===== src/rtl/serial_adder.sv =====
// Bit-serial adder/subtractor, LSB first.
// One result bit per clock, fixed WIDTH-cycle run.
module serial_adder #(
  parameter int WIDTH = 8
) (
  input  logic             clk,
  input  logic             rst_n,
  input  logic             start,
  input  logic             sub,
  input  logic [WIDTH-1:0] a,
  input  logic [WIDTH-1:0] b,
  input  logic             cin,
  output logic             busy,
  output logic             done,
  output logic [WIDTH-1:0] sum,
  output logic             cout,
  output logic             overflow
);

  localparam int CW = (WIDTH > 2) ? $clog2(WIDTH) : 1;
  localparam logic [CW-1:0] LAST = CW'(WIDTH - 1);

  typedef enum logic [1:0] {
    IDLE,
    RUN,
    DONE
  } state_t;

  state_t           state_q, state_d;
  logic [WIDTH-1:0] a_q, a_d;
  logic [WIDTH-1:0] b_q, b_d;
  logic [WIDTH-1:0] res_q, res_d;
  logic [WIDTH-1:0] sum_q, sum_d;
  logic [CW-1:0]    cnt_q, cnt_d;
  logic             c_q, c_d;
  logic             cout_q, cout_d;
  logic             ovf_q, ovf_d;
  logic             busy_q, busy_d;
  logic             done_q, done_d;
  logic             s_bit;
  logic             c_nxt;

  // Full-adder slice on the current LSBs and the running carry.
  assign s_bit = a_q[0] ^ b_q[0] ^ c_q;
  assign c_nxt = (a_q[0] & b_q[0])
               | (c_q & (a_q[0] ^ b_q[0]));

  // Next-state and datapath update; outputs are registered.
  always_comb begin
    state_d = state_q;
    a_d     = a_q;
    b_d     = b_q;
    res_d   = res_q;
    sum_d   = sum_q;
    cnt_d   = cnt_q;
    c_d     = c_q;
    cout_d  = cout_q;
    ovf_d   = ovf_q;
    busy_d  = busy_q;
    done_d  = 1'b0;
    unique case (state_q)
      IDLE, DONE: begin
        busy_d  = 1'b0;
        state_d = IDLE;
        if (start) begin
          state_d = RUN;
          busy_d  = 1'b1;
          a_d     = a;
          b_d     = b ^ {WIDTH{sub}};
          c_d     = sub ? 1'b1 : cin;
          cnt_d   = '0;
        end
      end
      RUN: begin
        a_d   = a_q >> 1;
        b_d   = b_q >> 1;
        c_d   = c_nxt;
        res_d = {s_bit, res_q[WIDTH-1:1]};
        cnt_d = cnt_q + 1'b1;
        if (cnt_q == LAST) begin
          state_d = DONE;
          busy_d  = 1'b0;
          done_d  = 1'b1;
          sum_d   = {s_bit, res_q[WIDTH-1:1]};
          cout_d  = c_nxt;
          ovf_d   = c_q ^ c_nxt;
        end
      end
      default: begin
        state_d = IDLE;
        busy_d  = 1'b0;
      end
    endcase
  end

  // State register with asynchronous clear.
  always_ff @(posedge clk or negedge rst_n) begin
    if (!rst_n) begin
      state_q <= IDLE;
      a_q     <= '0;
      b_q     <= '0;
      res_q   <= '0;
      sum_q   <= '0;
      cnt_q   <= '0;
      c_q     <= 1'b0;
      cout_q  <= 1'b0;
      ovf_q   <= 1'b0;
      busy_q  <= 1'b0;
      done_q  <= 1'b0;
    end else begin
      state_q <= state_d;
      a_q     <= a_d;
      b_q     <= b_d;
      res_q   <= res_d;
      sum_q   <= sum_d;
      cnt_q   <= cnt_d;
      c_q     <= c_d;
      cout_q  <= cout_d;
      ovf_q   <= ovf_d;
      busy_q  <= busy_d;
      done_q  <= done_d;
    end
  end

  assign busy     = busy_q;
  assign done     = done_q;
  assign sum      = sum_q;
  assign cout     = cout_q;
  assign overflow = ovf_q;

endmodule


===== config.mk =====
export PLATFORM = sky130hd
export DESIGN_NAME = serial_adder
export DESIGN_NICKNAME = d
export VERILOG_FILES = /design/src/rtl/serial_adder.sv
export SDC_FILE = /design/constraint.sdc
export NUM_CORES = 1
export LEC_CHECK = 0
export ABC_AREA = 0
export CORE_AREA = 2 2 100 78
export CTS_CLUSTER_DIAMETER = 100
export DETAILED_ROUTE_END_ITERATION = 10
export DIE_AREA = 0 0 102 80
export SETUP_SLACK_MARGIN = 0.05
export SYNTH_ARGS = -nofsm -noshare
export SYNTH_HDL_FRONTEND = slang
export SYNTH_SLANG_ARGS = --single-unit
export TNS_END_PERCENT = 20

===== constraint.sdc =====
create_clock -name clk -period 1.9 [get_ports clk]
set_input_delay 0.38 -clock clk [delete_from_list [all_inputs] [get_ports clk]]
set_output_delay 0.38 -clock clk [all_outputs]
set_load 0.05 [all_outputs]

Word level (Yosys, flattened, before mapping)
Index checks and enable logic that the tools add are counted.
{ "word_totals": {"reg_bits": 42, "input_bits": 21, "out_inout_bits": 12, "wordCells": 46} }
{ "classes": {"addsub": 1, "n_eq_ne": 5, "mux": 17, "n_bitwise": 7, "n_reduce_logical": 5} }
{ "op_table": {"columns": ["op", "n"], "rows": [
  ["8-bit case mux with 2 select lines", 2],
  ["8-bit 2-to-1 mux", 2],
  ["8-bit bitwise XOR", 1],
  ["1-bit 2-to-1 mux", 7],
  ["3-bit case mux with 2 select lines", 1],
  ["2-bit != test (second input constant)", 2],
  ["1-bit case mux with 2 select lines", 2],
  ["2-bit case mux with 2 select lines", 1],
  ["2-bit AND reduction", 2],
  ["3-bit by 1-bit adder with 3-bit output (second input constant)", 1],
  ["3-bit == test (second input constant)", 1],
  ["3-bit 2-to-1 mux", 1],
  ["1-bit bitwise XOR", 3],
  ["1-bit bitwise AND", 2],
  ["2-bit by 1-bit == test with 1-bit output (second input constant)", 1],
  ["2-bit == test (second input constant)", 1],
  ["2-bit zero test", 1],
  ["2-bit 2-to-1 mux", 1],
  ["2-bit nonzero test", 1],
  ["2-bit OR reduction", 1],
  ["1-bit OR", 1]
]} }

Depth between registers and ports, before layout
Gate-level depths: netlist of run 1.
{ "logic_depth": {"ltp_word": 4, "mapped_depth": 6, "depth_no_buf": 5} }

Least setup slack after synthesis of run 1
OpenSTA, ideal clock, no wires.
{ "synth_timing": {"path_type": "register to register", "from": "register cnt_q[0]", "to": "register cout_q (netlist: cout)", "setup_time_ns": 0.125, "t_arrival_ns": 1.453, "t_required_ns": 1.775, "slack_ns": 0.322, "stages_incl_launch_ff": 6, "path_buffers": 1, "synth_period_minus_slack_ns": 1.578, "cell_sequence": "dfrtp_1 ha_1 ha_1 nand3b_1 buf_2 mux2_2"} }
{ "synth_between": {"elab_chain_cells": 2} }
{ "synth_lines": {"columns": ["element", "line_no", "source"], "rows": [
  ["start: declaration", "34", "logic [CW-1:0] cnt_q, cnt_d;"],
  ["start signal: assignment", "116", "cnt_q <= cnt_d;"],
  ["3-bit == test", "80", "if (cnt_q == LAST) begin"],
  ["2-bit AND reduction (no source line)", null, null],
  ["end signal: assignment", "118", "cout_q <= cout_d;"],
  ["end: declaration", "36", "logic cout_q, cout_d;"]
]} }
No other way between the ends.
A chain may end at the register's enable or synchronous reset.

Worst setup path in the final report of run 1
{ "layout_timing": {"from": "register sum_q[6] (netlist: sum[6])", "to": "output sum[6]"} }
{ "layout_rtl": {"columns": ["element", "line_no", "source"], "rows": [
  ["start: declaration", "33", "logic [WIDTH-1:0] sum_q, sum_d;"],
  ["start signal: assignment", "115", "sum_q <= sum_d;"],
  ["end: declaration", "15", "output logic [WIDTH-1:0] sum,"]
]} }
No word-level cell between the ends.

==> results of run 1 <==
==> cells in the mapped netlist <==
cell / number
sky130_fd_sc_hd__dfrtp_1: 41
sky130_fd_sc_hd__mux2_2: 16
sky130_fd_sc_hd__nor2_1: 9
sky130_fd_sc_hd__a221o_1: 8
sky130_fd_sc_hd__nand2_1: 8
sky130_fd_sc_hd__nand3_1: 8
sky130_fd_sc_hd__xnor2_1: 8
sky130_fd_sc_hd__a22oi_1: 7
sky130_fd_sc_hd__buf_2: 7
sky130_fd_sc_hd__a22o_1: 4
sky130_fd_sc_hd__inv_1: 3
sky130_fd_sc_hd__buf_6: 2
sky130_fd_sc_hd__ha_1: 2
sky130_fd_sc_hd__nand2b_1: 2
sky130_fd_sc_hd__o21ai_0: 2
sky130_fd_sc_hd__buf_4: 1
sky130_fd_sc_hd__fa_1: 1
sky130_fd_sc_hd__nand3b_1: 1
sky130_fd_sc_hd__nor2_2: 1
sky130_fd_sc_hd__nor2b_1: 1
sky130_fd_sc_hd__nor2b_4: 1
sky130_fd_sc_hd__o21ai_1: 1
sky130_fd_sc_hd__o31ai_1: 1
sky130_fd_sc_hd__xor2_1: 1
==> cell families (layout without fill, tap and decap cells) <==
| family | after synthesis | count (layout) |
|---|---|---|
| AO/OA/AOI/OAI | 23 | 23 |
| XOR/XNOR | 9 | 9 |
| adder cells (fa/ha/maj) | 3 | 3 |
| buffers and inverters | 13 | 49 |
| flip-flops | 41 | 41 |
| multiplexers | 16 | 16 |
| AND/OR/NAND/NOR | 31 | 31 |
==> per-layer routing <==
layer | vias to the layer above | GRT usage, % | part of all wire (%)
met3 | 2 | 3.50 | 7.5
met4 | 0 | 3.20 | 0.42
li1 | 548 | - | -
met5 | - | 0 | 0
met2 | 38 | 11.9 | 41
met1 | 550 | 13.1 | 51
==> final timing paths <==
path | slack, ns | start | depth (start not counted) | end
hold / removal | 0.04 | rst_n | 1 | b_q[6]$_DFFE_PN0P_
max in group asynchronous | 1.38 | rst_n | 2 | res_q[5]$_DFFE_PN0P_
hold reg to reg | 0.50 | overflow$_DFFE_PN0P_ | 2 | overflow$_DFFE_PN0P_
setup reg to reg | 0.32 | cnt_q[0]$_DFFE_PN0P_ | 5 | cout$_DFFE_PN0P_
setup / recovery | 0.08 | sum[6]$_DFFE_PN0P_ | 1 | sum[6]
min in group clk | 0.50 | overflow$_DFFE_PN0P_ | 2 | overflow$_DFFE_PN0P_
==> cell type report <==
cell class / count / area share [%]
multi-input combinational: 82 / 28.2
sequential: 41 / 44.9
timing repair buffer: 38 / 15.6
clock buffer: 6 / 3.61
inverter: 3 / 0.493
clock inverter: 2 / 1.64
tap: 101 / 5.53
==> flip-flops by register name, indices dropped and copies added (netlist names) <==
name / count
b_q: 8
overflow: 1
c_q: 1
cout: 1
a_q: 8
cnt_q: 3
res_q: 7
busy: 1
sum: 8
done: 1
state_q: 2
==> power breakdown <==
group          leakage [nW]  switching, W  internal [W]
Combinational         0.458      0.000966      0.000770
Sequential            0.508      0.000250       0.00128
Clock                0.0574      0.000300      0.000427
==> metrics by stage <==
step                std cells  utilization [%]
finish                    273             31.9
global route              273             31.9
CTS                       273             31.9
detailed placement        265             30.2
global placement          265             30.2
floorplan                 136                -
==> Flow_metrics.wiki, run 1 <==
{| class="wikitable"
! Metric !! Value
|-
| Floorplan die width || 102 µm
|-
| Cell family with the largest share of critical-path delay || buffers and inverters
|-
| Multi-input combinational cell area || 644 µm²
|-
| Floorplan row count || 27
|-
| Worst hold slack || 0.0403 ns
|-
| Clock transition time at the flip-flop clock pins of the worst setup and hold paths || 0.08 ns
|-
| Post-Syn Instances || 136
|-
| Largest fanout on the critical path || 2
|-
| Status || finished, final reports clean
|-
| Post-synthesis instance area || 0.00175 mm²
|-
| TritonCTS clock tree || yes
|-
| Die Ht || 80 µm
|-
| Final GP Congestion || 0.691
|-
| Wire length of the first global-routing pass || 5700 µm
|-
| Number of detailed-route iterations in the first pass || 4
|-
| Buffers inserted during post-CTS setup optimization || 0
|-
| Post-synth top area cell || sky130_fd_sc_hd__dfrtp_1
|-
| Post-synth net total || 160
|-
| Top cells by area, synth || sky130_fd_sc_hd__dfrtp_1 (59%), sky130_fd_sc_hd__mux2_2 (10%), sky130_fd_sc_hd__a221o_1 (4.6%)
|-
| Area of placed instances || 0.00216 mm²
|-
| RSZ-0062 raised after global routing || yes
|-
| Total of endpoints with negative setup slack in the final report || 0
|-
| Final WS setup || 0.0773 ns
|-
| P per Cell Area || 1750 mW/mm²
|-
| Number of global-route vias before repair || 1126
|-
| Number of buffers added by the clock tree synthesis step || 5
|-
| Most common cell after layout, fill and taps aside || sky130_fd_sc_hd__dfrtp_1
|-
| Layout overhead on the synthesized area || 30.8%
|-
| Worst setup SP type || register
|-
| Vias per cell || 4.17
|-
| Cell at the slowest stage of the critical path || sky130_fd_sc_hd__clkdlybuf4s50_1
|-
| Maximum operating frequency || 0.549 GHz
|-
| Nets@finish || 195
|-
| Share of the synthesized area in the top cell type || 58.7%
|-
| Half-perimeter wire length after detailed placement || 2380 µm
|-
| Diode insertion count for antenna repair || 0
|-
| Post-route design area || 0.00228 mm²
|-
| Htree depth || 2
|-
| Mean routed wirelength per cell || 12.4 µm
|-
| Max-Slew Margin vs Limit || 66.7%
|-
| Overall power of the completed layout || 0.00400 W
|-
| Num Clock Sinks || 41
|-
| CTS root buffer || sky130_fd_sc_hd__clkbuf_8
|-
| Critical path required time || 1.52 ns
|-
| Post-route fraction of the period consumed by the critical path || 95.9%
|-
| Gr usage total || 9.01%
|-
| Worst-case clock buffer depth || 2
|-
| Vias post-DR || 1138
|-
| Sequential cell area fraction in the yosys report || 58.7%
|-
| Worst hold path type || in2async
|-
| Overflow left after global routing || 0
|-
| Final antenna-violating net count || 0
|-
| Main combinational cell family by area after synthesis || compound AO/OA/AOI/OAI gates
|-
| Core region area || 0.00716 mm²
|-
| Share of synthesized cell area in and, or, nand and nor gates || 8.60%
|-
| Minimum clock period || 1.82 ns
|-
| Crit Path Class || reg2out
|-
| Count of different cell masters after synthesis || 24
|-
| Number of max-slew violations in the final report || 0
|-
| Quantity of hold-fixing buffers added after cts || 0
|-
| Number of instances resized during post-cts repair || 1
|-
| Max Cap Violations || 0
|-
| Maximum number of pins on one net before global-route repair || 23
|-
| Initial standard-cell utilization of the core || 24.4%
|-
| Final WL || 3370 µm
|-
| Worst path max stage delay || 0.80 ns
|-
| VDD IR-drop max || 442 µV
|-
| Most frequent cells in the layout || sky130_fd_sc_hd__dfrtp_1 (41), sky130_fd_sc_hd__clkdlybuf4s50_1 (22), sky130_fd_sc_hd__mux2_2 (16), sky130_fd_sc_hd__buf_4 (12), sky130_fd_sc_hd__nor2_1 (9)
|-
| Multiplexer share of the synthesized area || 10.3%
|-
| Hold violation total from the final report || 0
|-
| IO Pins || 33
|-
| Fraction of final layout cells with drive strength greater than 1 || 23.3%
|-
| Number of buffers and inverters on the critical path || 1
|-
| Antenna violations before repair || 0
|-
| Mean cell area of the mapped netlist || 12.8 µm²
|-
| Share of the synthesized area in compound gates (AO/OA/AOI/OAI) || 10.9%
|-
| Arrival time of the worst setup path || 1.44 ns
|-
| Total of fill cells in the finished design || 741
|-
| Arithmetic-cell share of the synthesized area counting full adders, half adders and majority gates || 2.58%
|-
| Worst setup timing slack at the placement stage || 0.118 ns
|-
| DRC violations left || 0
|-
| CP Capture Type || output port
|-
| Setup clock skew after layout || 0.00741 ns
|-
| Input/output buffers || 32
|-
| Post-synthesis xor/xnor area fraction || 4.51%
|-
| Setup TNS || 0 ns
|-
| Cell-by-cell listing of the critical path || clkdlybuf4s50_1
|-
| Skew-Pair Late Insertion Delay || 0.29 ns
|-
| Static leakage || 1.02 nW
|-
| Initial DRC count || 74
|-
| Register Area || 0.00103 mm²
|-
| Slew @ Worst Pin || 0.499 ns
|-
| Count of synthesis-stage warnings from yosys || 0
|-
| #FFs+latches synth || 41
|-
| Die area || 0.00816 mm²
|}
Note: power is estimated with default switching activity, not from simulation.
==> inputs of run 2 (changes only) <==
- TNS_END_PERCENT: 20 -> unset
==> Flow_metrics.wiki, run 2 (synthesis gave the netlist of run 1 again) <==
{| class="wikitable"
! Metric !! Value
|-
| Core region area || 0.00716 mm² (unchanged)
|-
| Initial DRC count || 74 (unchanged)
|-
| Status || finished, final reports clean (unchanged)
|-
| Setup clock skew after layout || 0.00741 ns (about the same)
|-
| Worst hold path type || in2async (unchanged)
|-
| Slack of the worst reg-to-reg path || 0.32 ns (about the same)
|-
| CTS root buffer || sky130_fd_sc_hd__clkbuf_8 (unchanged)
|-
| Fraction of final layout cells with drive strength greater than 1 || 23.3% (unchanged)
|-
| Setup TNS || 0 ns (unchanged)
|-
| Mean routed wirelength per cell || 12.4 µm (about the same)
|-
| Die Ht || 80 µm (unchanged)
|-
| Cell family with the largest share of critical-path delay || buffers and inverters (unchanged)
|-
| Final GP Congestion || 0.691 (unchanged)
|-
| DRC violations left || 0 (unchanged)
|-
| Post-route core utilization || 31.9% (about the same)
|-
| Number of global-route vias before repair || 1126 (unchanged)
|-
| Input/output buffers || 32 (unchanged)
|-
| Internal power contribution || 0.00248 W (about the same)
|-
| Buffers inserted during post-CTS setup optimization || 0 (unchanged)
|-
| Number of detailed-route iterations in the first pass || 4 (unchanged)
|-
| Arrival time of the worst setup path || 1.42 ns (was 1.44 ns)
|-
| Max-Slew Margin vs Limit || 66.6% (was 66.7%)
|-
| Startpoint of the worst-slack reg-to-reg timing path || cnt_q[0]$_DFFE_PN0P_ (unchanged)
|-
| Worst reg2reg path endpoint || cout$_DFFE_PN0P_ (unchanged)
|-
| Quantity of hold-fixing buffers added after cts || 0 (unchanged)
|-
| Clock network fraction of design power || 18.2% (about the same)
|-
| Cell at the slowest stage of the critical path || sky130_fd_sc_hd__clkdlybuf4s50_1 (unchanged)
|-
| Vias per cell || 4.17 (unchanged)
|-
| Initial standard-cell utilization of the core || 24.4% (unchanged)
|-
| Worst path max stage delay || 0.80 ns (about the same)
|-
| Die area || 0.00816 mm² (unchanged)
|-
| VDD IR-drop max || 442 µV (about the same)
|-
| Worst-case clock buffer depth || 2 (unchanged)
|-
| Number of cell instances on the worst register-to-register path || 5 (unchanged)
|-
| Htree depth || 2 (unchanged)
|-
| Most common cell after layout, fill and taps aside || sky130_fd_sc_hd__dfrtp_1 (unchanged)
|-
| Half-perimeter wire length after detailed placement || 2380 µm (unchanged)
|-
| Gr usage total || 9.01% (unchanged)
|-
| Final WL || 3380 µm (was 3370 µm)
|-
| Floorplan row count || 27 (unchanged)
|-
| Worst setup SP type || register (unchanged)
|-
| Most frequent cells in the layout || sky130_fd_sc_hd__dfrtp_1 (41), sky130_fd_sc_hd__clkdlybuf4s50_1 (21), sky130_fd_sc_hd__mux2_2 (16), sky130_fd_sc_hd__buf_4 (12), sky130_fd_sc_hd__nor2_1 (9) (was sky130_fd_sc_hd__dfrtp_1 (41), sky130_fd_sc_hd__clkdlybuf4s50_1 (22), sky130_fd_sc_hd__mux2_2 (16), sky130_fd_sc_hd__buf_4 (12), sky130_fd_sc_hd__nor2_1 (9))
|-
| Register Area || 0.00103 mm² (unchanged)
|-
| Maximum operating frequency || 0.554 GHz (was 0.549 GHz)
|-
| Post-route fraction of the period consumed by the critical path || 94.9% (was 95.9%)
|-
| Multi-input combinational cell area || 644 µm² (unchanged)
|-
| Overflow left after global routing || 0 (unchanged)
|-
| Total of fill cells in the finished design || 740 (was 741)
|-
| Switch Pwr || 0.00152 W (about the same)
|-
| Number of max-slew violations in the final report || 0 (unchanged)
|-
| Maximum number of pins on one net before global-route repair || 23 (unchanged)
|-
| Sequential power share || 38.4% (about the same)
|-
| Static leakage || 1.03 nW (was 1.02 nW)
|-
| Fraction of power consumed by combinational cells || 43.4% (about the same)
|-
| RSZ-0062 raised after global routing || no (was yes)
|-
| Num Clock Sinks || 41 (unchanged)
|-
| Post-route design area || 0.00229 mm² (was 0.00228 mm²)
|-
| Layout overhead on the synthesized area || 30.9% (was 30.8%)
|-
| Area of placed instances || 0.00216 mm² (unchanged)
|-
| Final antenna-violating net count || 0 (unchanged)
|-
| Cell-by-cell listing of the critical path || clkdlybuf4s50_1 (unchanged)
|-
| Diode insertion count for antenna repair || 0 (unchanged)
|-
| TritonCTS clock tree || yes (unchanged)
|-
| Minimum clock period || 1.80 ns (was 1.82 ns)
|-
| Placed Instances || 265 (unchanged)
|-
| Crit Path Class || reg2out (unchanged)
|-
| Largest fanout on the critical path || 2 (unchanged)
|-
| Number of buffers added by the clock tree synthesis step || 5 (unchanged)
|-
| Skew-Pair Late Insertion Delay || 0.29 ns (about the same)
|-
| Net switching share of the total power || 37.9% (about the same)
|-
| Hold violation total from the final report || 0 (unchanged)
|-
| IO Pins || 33 (unchanged)
|-
| Non-filler cells, final || 273 (unchanged)
|-
| Floorplan die width || 102 µm (unchanged)
|-
| Wire length of the first global-routing pass || 5700 µm (unchanged)
|-
| Max Cap Violations || 0 (unchanged)
|-
| Vias post-DR || 1138 (unchanged)
|-
| P per Cell Area || 1750 mW/mm² (about the same)
|-
| Nets@finish || 195 (unchanged)
|-
| CP Capture Type || output port (unchanged)
|-
| Clock transition time at the flip-flop clock pins of the worst setup and hold paths || 0.08 ns (about the same)
|-
| Number of buffers and inverters on the critical path || 1 (unchanged)
|-
| Slew @ Worst Pin || 0.500 ns (was 0.499 ns)
|-
| Overall power of the completed layout || 0.00400 W (about the same)
|-
| Critical path required time || 1.52 ns (about the same)
|-
| Antenna violations before repair || 0 (unchanged)
|-
| Total of endpoints with negative setup slack in the final report || 0 (unchanged)
|}
## run 2: worst register-to-register path: stages, from the launching register on
cell and delay [ns]:
sky130_fd_sc_hd__dfrtp_1 0.40, sky130_fd_sc_hd__ha_1 0.20, sky130_fd_sc_hd__ha_1 0.21, sky130_fd_sc_hd__nand3b_1 0.09
sky130_fd_sc_hd__buf_4 0.21, sky130_fd_sc_hd__mux2_2 0.36
## run 2: metal layers
layer / vias to the layer above / global-route usage, % / wire length (µm)
li1: 548 / - / -
met1: 550 / 13.1 / 1710
met2: 38 / 11.9 / 1400
met3: 2 / 3.50 / 253
met4: 0 / 3.20 / 14
met5: - / 0 / 0
## run 2: repair_timing
item	in CTS	in global routing
gates cloned	0	0
gates resized for setup	1	2
setup endpoints to repair	1	2
## run 2: final cells by class
type / count / area share, %
clock buffer: 6 / 3.61
clock inverter: 2 / 1.64
inverter: 3 / 0.492
multi-input combinational: 82 / 28.2
sequential: 41 / 44.9
tap: 101 / 5.53
timing repair buffer: 38 / 15.7
## run 2: power by group through the flow
| stage | registers (W) | logic [W] | clock network (W) |
|---|---|---|---|
| floorplan | 0.00190 | 0.000942 | 0 |
| global placement | 0.00155 | 0.00173 | 0 |
| detailed placement | 0.00155 | 0.00177 | 0 |
| CTS | 0.00154 | 0.00176 | 0.000744 |
| global route | 0.00159 | 0.00191 | 0.000780 |
| finish | 0.00153 | 0.00174 | 0.000727 |
## run 2: stage by stage
step | hold slack (ns) | setup slack, ns
after floorplan | 0.0844 | 0.322
after CTS | 0.0547 | 0.0617
after global placement | 0.368 | 0.145
after detailed placement | 0.374 | 0.118
final | 0.0403 | 0.0962
after global routing | 0.0700 | 0.0568
## run 2: worst max path at each step
stage	slack, ns	end	cells after the start	start
after CTS	0.06	sum[6]	1	sum[6]$_DFFE_PN0P_
final	0.1	sum[5]	1	sum[5]$_DFFE_PN0P_
after global placement	0.15	b_q[6]$_DFFE_PN0P_	4	sub
after detailed placement	0.12	b_q[5]$_DFFE_PN0P_	4	sub
after global routing	0.06	sum[5]	1	sum[5]$_DFFE_PN0P_
after floorplan	0.32	cout$_DFFE_PN0P_	5	cnt_q[0]$_DFFE_PN0P_
==> inputs of run 3 (changes only) <==
- CORE_AREA: 2 2 100 78 -> 3 3 101 79
- DIE_AREA: 0 0 102 80 -> 0 0 104 82
- PLACE_DENSITY: unset -> 0.51
- clock period: 1.9 -> 1.95 ns (I/O delays scaled with it)
==> Flow_metrics.wiki, run 3 (synthesis gave the netlist of run 1 again) <==
{| class="wikitable"
! Metric !! Value
|-
| Hold violation total from the final report || 0 (unchanged)
|-
| Final GP Congestion || 0.694 (was 0.691)
|-
| Worst setup timing slack at the placement stage || 0.134 ns (was 0.118 ns)
|-
| Half-perimeter wire length after detailed placement || 2440 µm (was 2380 µm)
|-
| Initial DRC count || 24 (was 74)
|-
| Cell family with the largest share of critical-path delay || buffers and inverters (unchanged)
|-
| Setup clock skew after layout || 0.0101 ns (was 0.00741 ns)
|-
| Wire length of the first global-routing pass || 6030 µm (was 5700 µm)
|-
| Input/output buffers || 32 (unchanged)
|-
| CP Capture Type || output port (unchanged)
|-
| Vias per cell || 4.17 (about the same)
|-
| Core region area || 0.00716 mm² (unchanged)
|-
| Minimum clock period || 1.84 ns
|-
| Num Clock Sinks || 41 (unchanged)
|-
| Setup TNS || 0 ns (unchanged)
|-
| Max Cap Violations || 0 (unchanged)
|-
| Worst path max stage delay || 0.80 ns (about the same)
|-
| Arrival time of the worst setup path || 1.45 ns (was 1.42 ns)
|-
| Antenna violations before repair || 0 (unchanged)
|-
| Total of fill cells in the finished design || 752 (was 740)
|-
| Clock transition time at the flip-flop clock pins of the worst setup and hold paths || 0.08 ns (about the same)
|-
| Fraction of final layout cells with drive strength greater than 1 || 22.4% (was 23.3%)
|-
| Buffers inserted during post-CTS setup optimization || 0 (unchanged)
|-
| Worst-case clock buffer depth || 2 (unchanged)
|-
| Crit Path Class || reg2out (unchanged)
|-
| Floorplan row count || 27 (unchanged)
|-
| Die area || 0.00853 mm² (was 0.00816 mm²)
|-
| Mean routed wirelength per cell || 12.7 µm (was 12.4 µm)
|-
| Static leakage || 1.03 nW (about the same)
|-
| P per Cell Area || 1720 mW/mm² (was 1750 mW/mm²)
|-
| Maximum operating frequency || 0.542 GHz
|-
| Cell at the slowest stage of the critical path || sky130_fd_sc_hd__clkdlybuf4s50_1 (unchanged)
|-
| Largest fanout on the critical path || 2 (unchanged)
|-
| Max-Slew Margin vs Limit || 64.3% (was 66.6%)
|-
| Quantity of hold-fixing buffers added after cts || 0 (unchanged)
|-
| Die Ht || 82 µm (was 80 µm)
|-
| Vias post-DR || 1148 (was 1138)
|-
| Final WL || 3490 µm (was 3380 µm)
|-
| Final antenna-violating net count || 0 (unchanged)
|-
| DRC violations left || 0 (unchanged)
|-
| Final WS setup || 0.107 ns (was 0.0962 ns)
|-
| Number of buffers and inverters on the critical path || 1 (unchanged)
|-
| Post-route fraction of the period consumed by the critical path || 94.5%
|-
| Layout overhead on the synthesized area || 31.8% (was 30.9%)
|-
| Critical path required time || 1.56 ns (was 1.52 ns)
|-
| Worst hold path type || in2async (unchanged)
|-
| Overflow left after global routing || 0 (unchanged)
|-
| Initial standard-cell utilization of the core || 24.4% (unchanged)
|-
| Most common cell after layout, fill and taps aside || sky130_fd_sc_hd__dfrtp_1 (unchanged)
|-
| Number of buffers added by the clock tree synthesis step || 5 (unchanged)
|-
| Gr usage total || 9.09% (was 9.01%)
|-
| Most frequent cells in the layout || sky130_fd_sc_hd__dfrtp_1 (41), sky130_fd_sc_hd__clkdlybuf4s50_1 (25), sky130_fd_sc_hd__mux2_2 (16), sky130_fd_sc_hd__buf_4 (12), sky130_fd_sc_hd__nor2_1 (9) (was sky130_fd_sc_hd__dfrtp_1 (41), sky130_fd_sc_hd__clkdlybuf4s50_1 (21), sky130_fd_sc_hd__mux2_2 (16), sky130_fd_sc_hd__buf_4 (12), sky130_fd_sc_hd__nor2_1 (9))
|-
| Total of endpoints with negative setup slack in the final report || 0 (unchanged)
|-
| RSZ-0062 raised after global routing || no (unchanged)
|-
| Cell-by-cell listing of the critical path || clkdlybuf4s50_1 (unchanged)
|-
| Diode insertion count for antenna repair || 0 (unchanged)
|-
| CTS root buffer || sky130_fd_sc_hd__clkbuf_8 (unchanged)
|-
| Nets@finish || 197 (was 195)
|-
| Number of max-slew violations in the final report || 0 (unchanged)
|-
| Status || finished, final reports clean (unchanged)
|-
| TritonCTS clock tree || yes (unchanged)
|-
| VDD IR-drop max || 679 µV (was 442 µV)
|-
| Skew-Pair Late Insertion Delay || 0.30 ns (was 0.29 ns)
|-
| Slew @ Worst Pin || 0.536 ns (was 0.500 ns)
|-
| Floorplan die width || 104 µm (was 102 µm)
|-
| Worst setup SP type || register (unchanged)
|-
| Maximum number of pins on one net before global-route repair || 22 (was 23)
|-
| IO Pins || 33 (unchanged)
|-
| Htree depth || 2 (unchanged)
|-
| Number of global-route vias before repair || 1208 (was 1126)
|-
| Number of detailed-route iterations in the first pass || 3 (was 4)
|}
## run 3: cell type report
class                           count  area (µm²)  share of cell area, %
Sequential cell                    41        1030                   44.6
Inverter                            3        11.3                  0.489
Tap cell                          101         126                   5.49
Clock inverter                      1        30.0                   1.30
Multi-Input combinational cell     82         644                   28.0
Timing Repair Buffer               40         378                   16.4
Clock buffer                        7        86.3                   3.75
## run 3: power breakdown
group	internal, W	leakage [nW]	switching, W
clock network	0.000418	0.0585	0.000296
logic	0.000807	0.462	0.000955
registers	0.00125	0.508	0.000237
total	0.00248	1.03	0.00149
## run 3: metal layers
layer	part of all wire, %	global-route usage, %	vias to the layer above	routed length, µm
met5	0	0	-	0
met4	2.0	4.78	0	70
met3	4.6	2.67	7	162
met2	42	13.1	25	1470
met1	51	12.4	563	1790
li1	-	-	553	-
## run 3: stage by stage
step | instances | utilization [%] | hold WS (ns) | area [µm²] | total power [W]
finish | 275 | 32.1 | 0.0397 | 2300 | 0.00396
global route | 275 | 32.1 | 0.0724 | 2300 | 0.00426
floorplan | 136 | - | 0.0944 | 1750 | 0.00277
CTS | 275 | 32.1 | 0.0518 | 2300 | 0.00402
detailed placement | 267 | 30.5 | 0.381 | 2180 | 0.00330
global placement | 267 | 30.5 | 0.382 | 2180 | 0.00327
## run 3: path summary, 6_finish.rpt
path / slack (ns) / startpoint / depth (start not counted) / to
hold / removal: 0.04 / rst_n / 1 / done$_DFF_PN0_
hold reg to reg: 0.50 / overflow$_DFFE_PN0P_ / 2 / overflow$_DFFE_PN0P_
setup reg to reg: 0.39 / cnt_q[0]$_DFFE_PN0P_ / 5 / sum[4]$_DFFE_PN0P_
min in group clk: 0.50 / overflow$_DFFE_PN0P_ / 2 / overflow$_DFFE_PN0P_
max in group asynchronous: 1.34 / rst_n / 2 / cout$_DFFE_PN0P_
setup / recovery: 0.11 / sum[0]$_DFFE_PN0P_ / 1 / sum[0]
## run 3: timing repair
action                                  CTS  global route
resized for setup                         0             1
endpoints found under the setup margin    0             1
hold endpoints to repair                  0             0
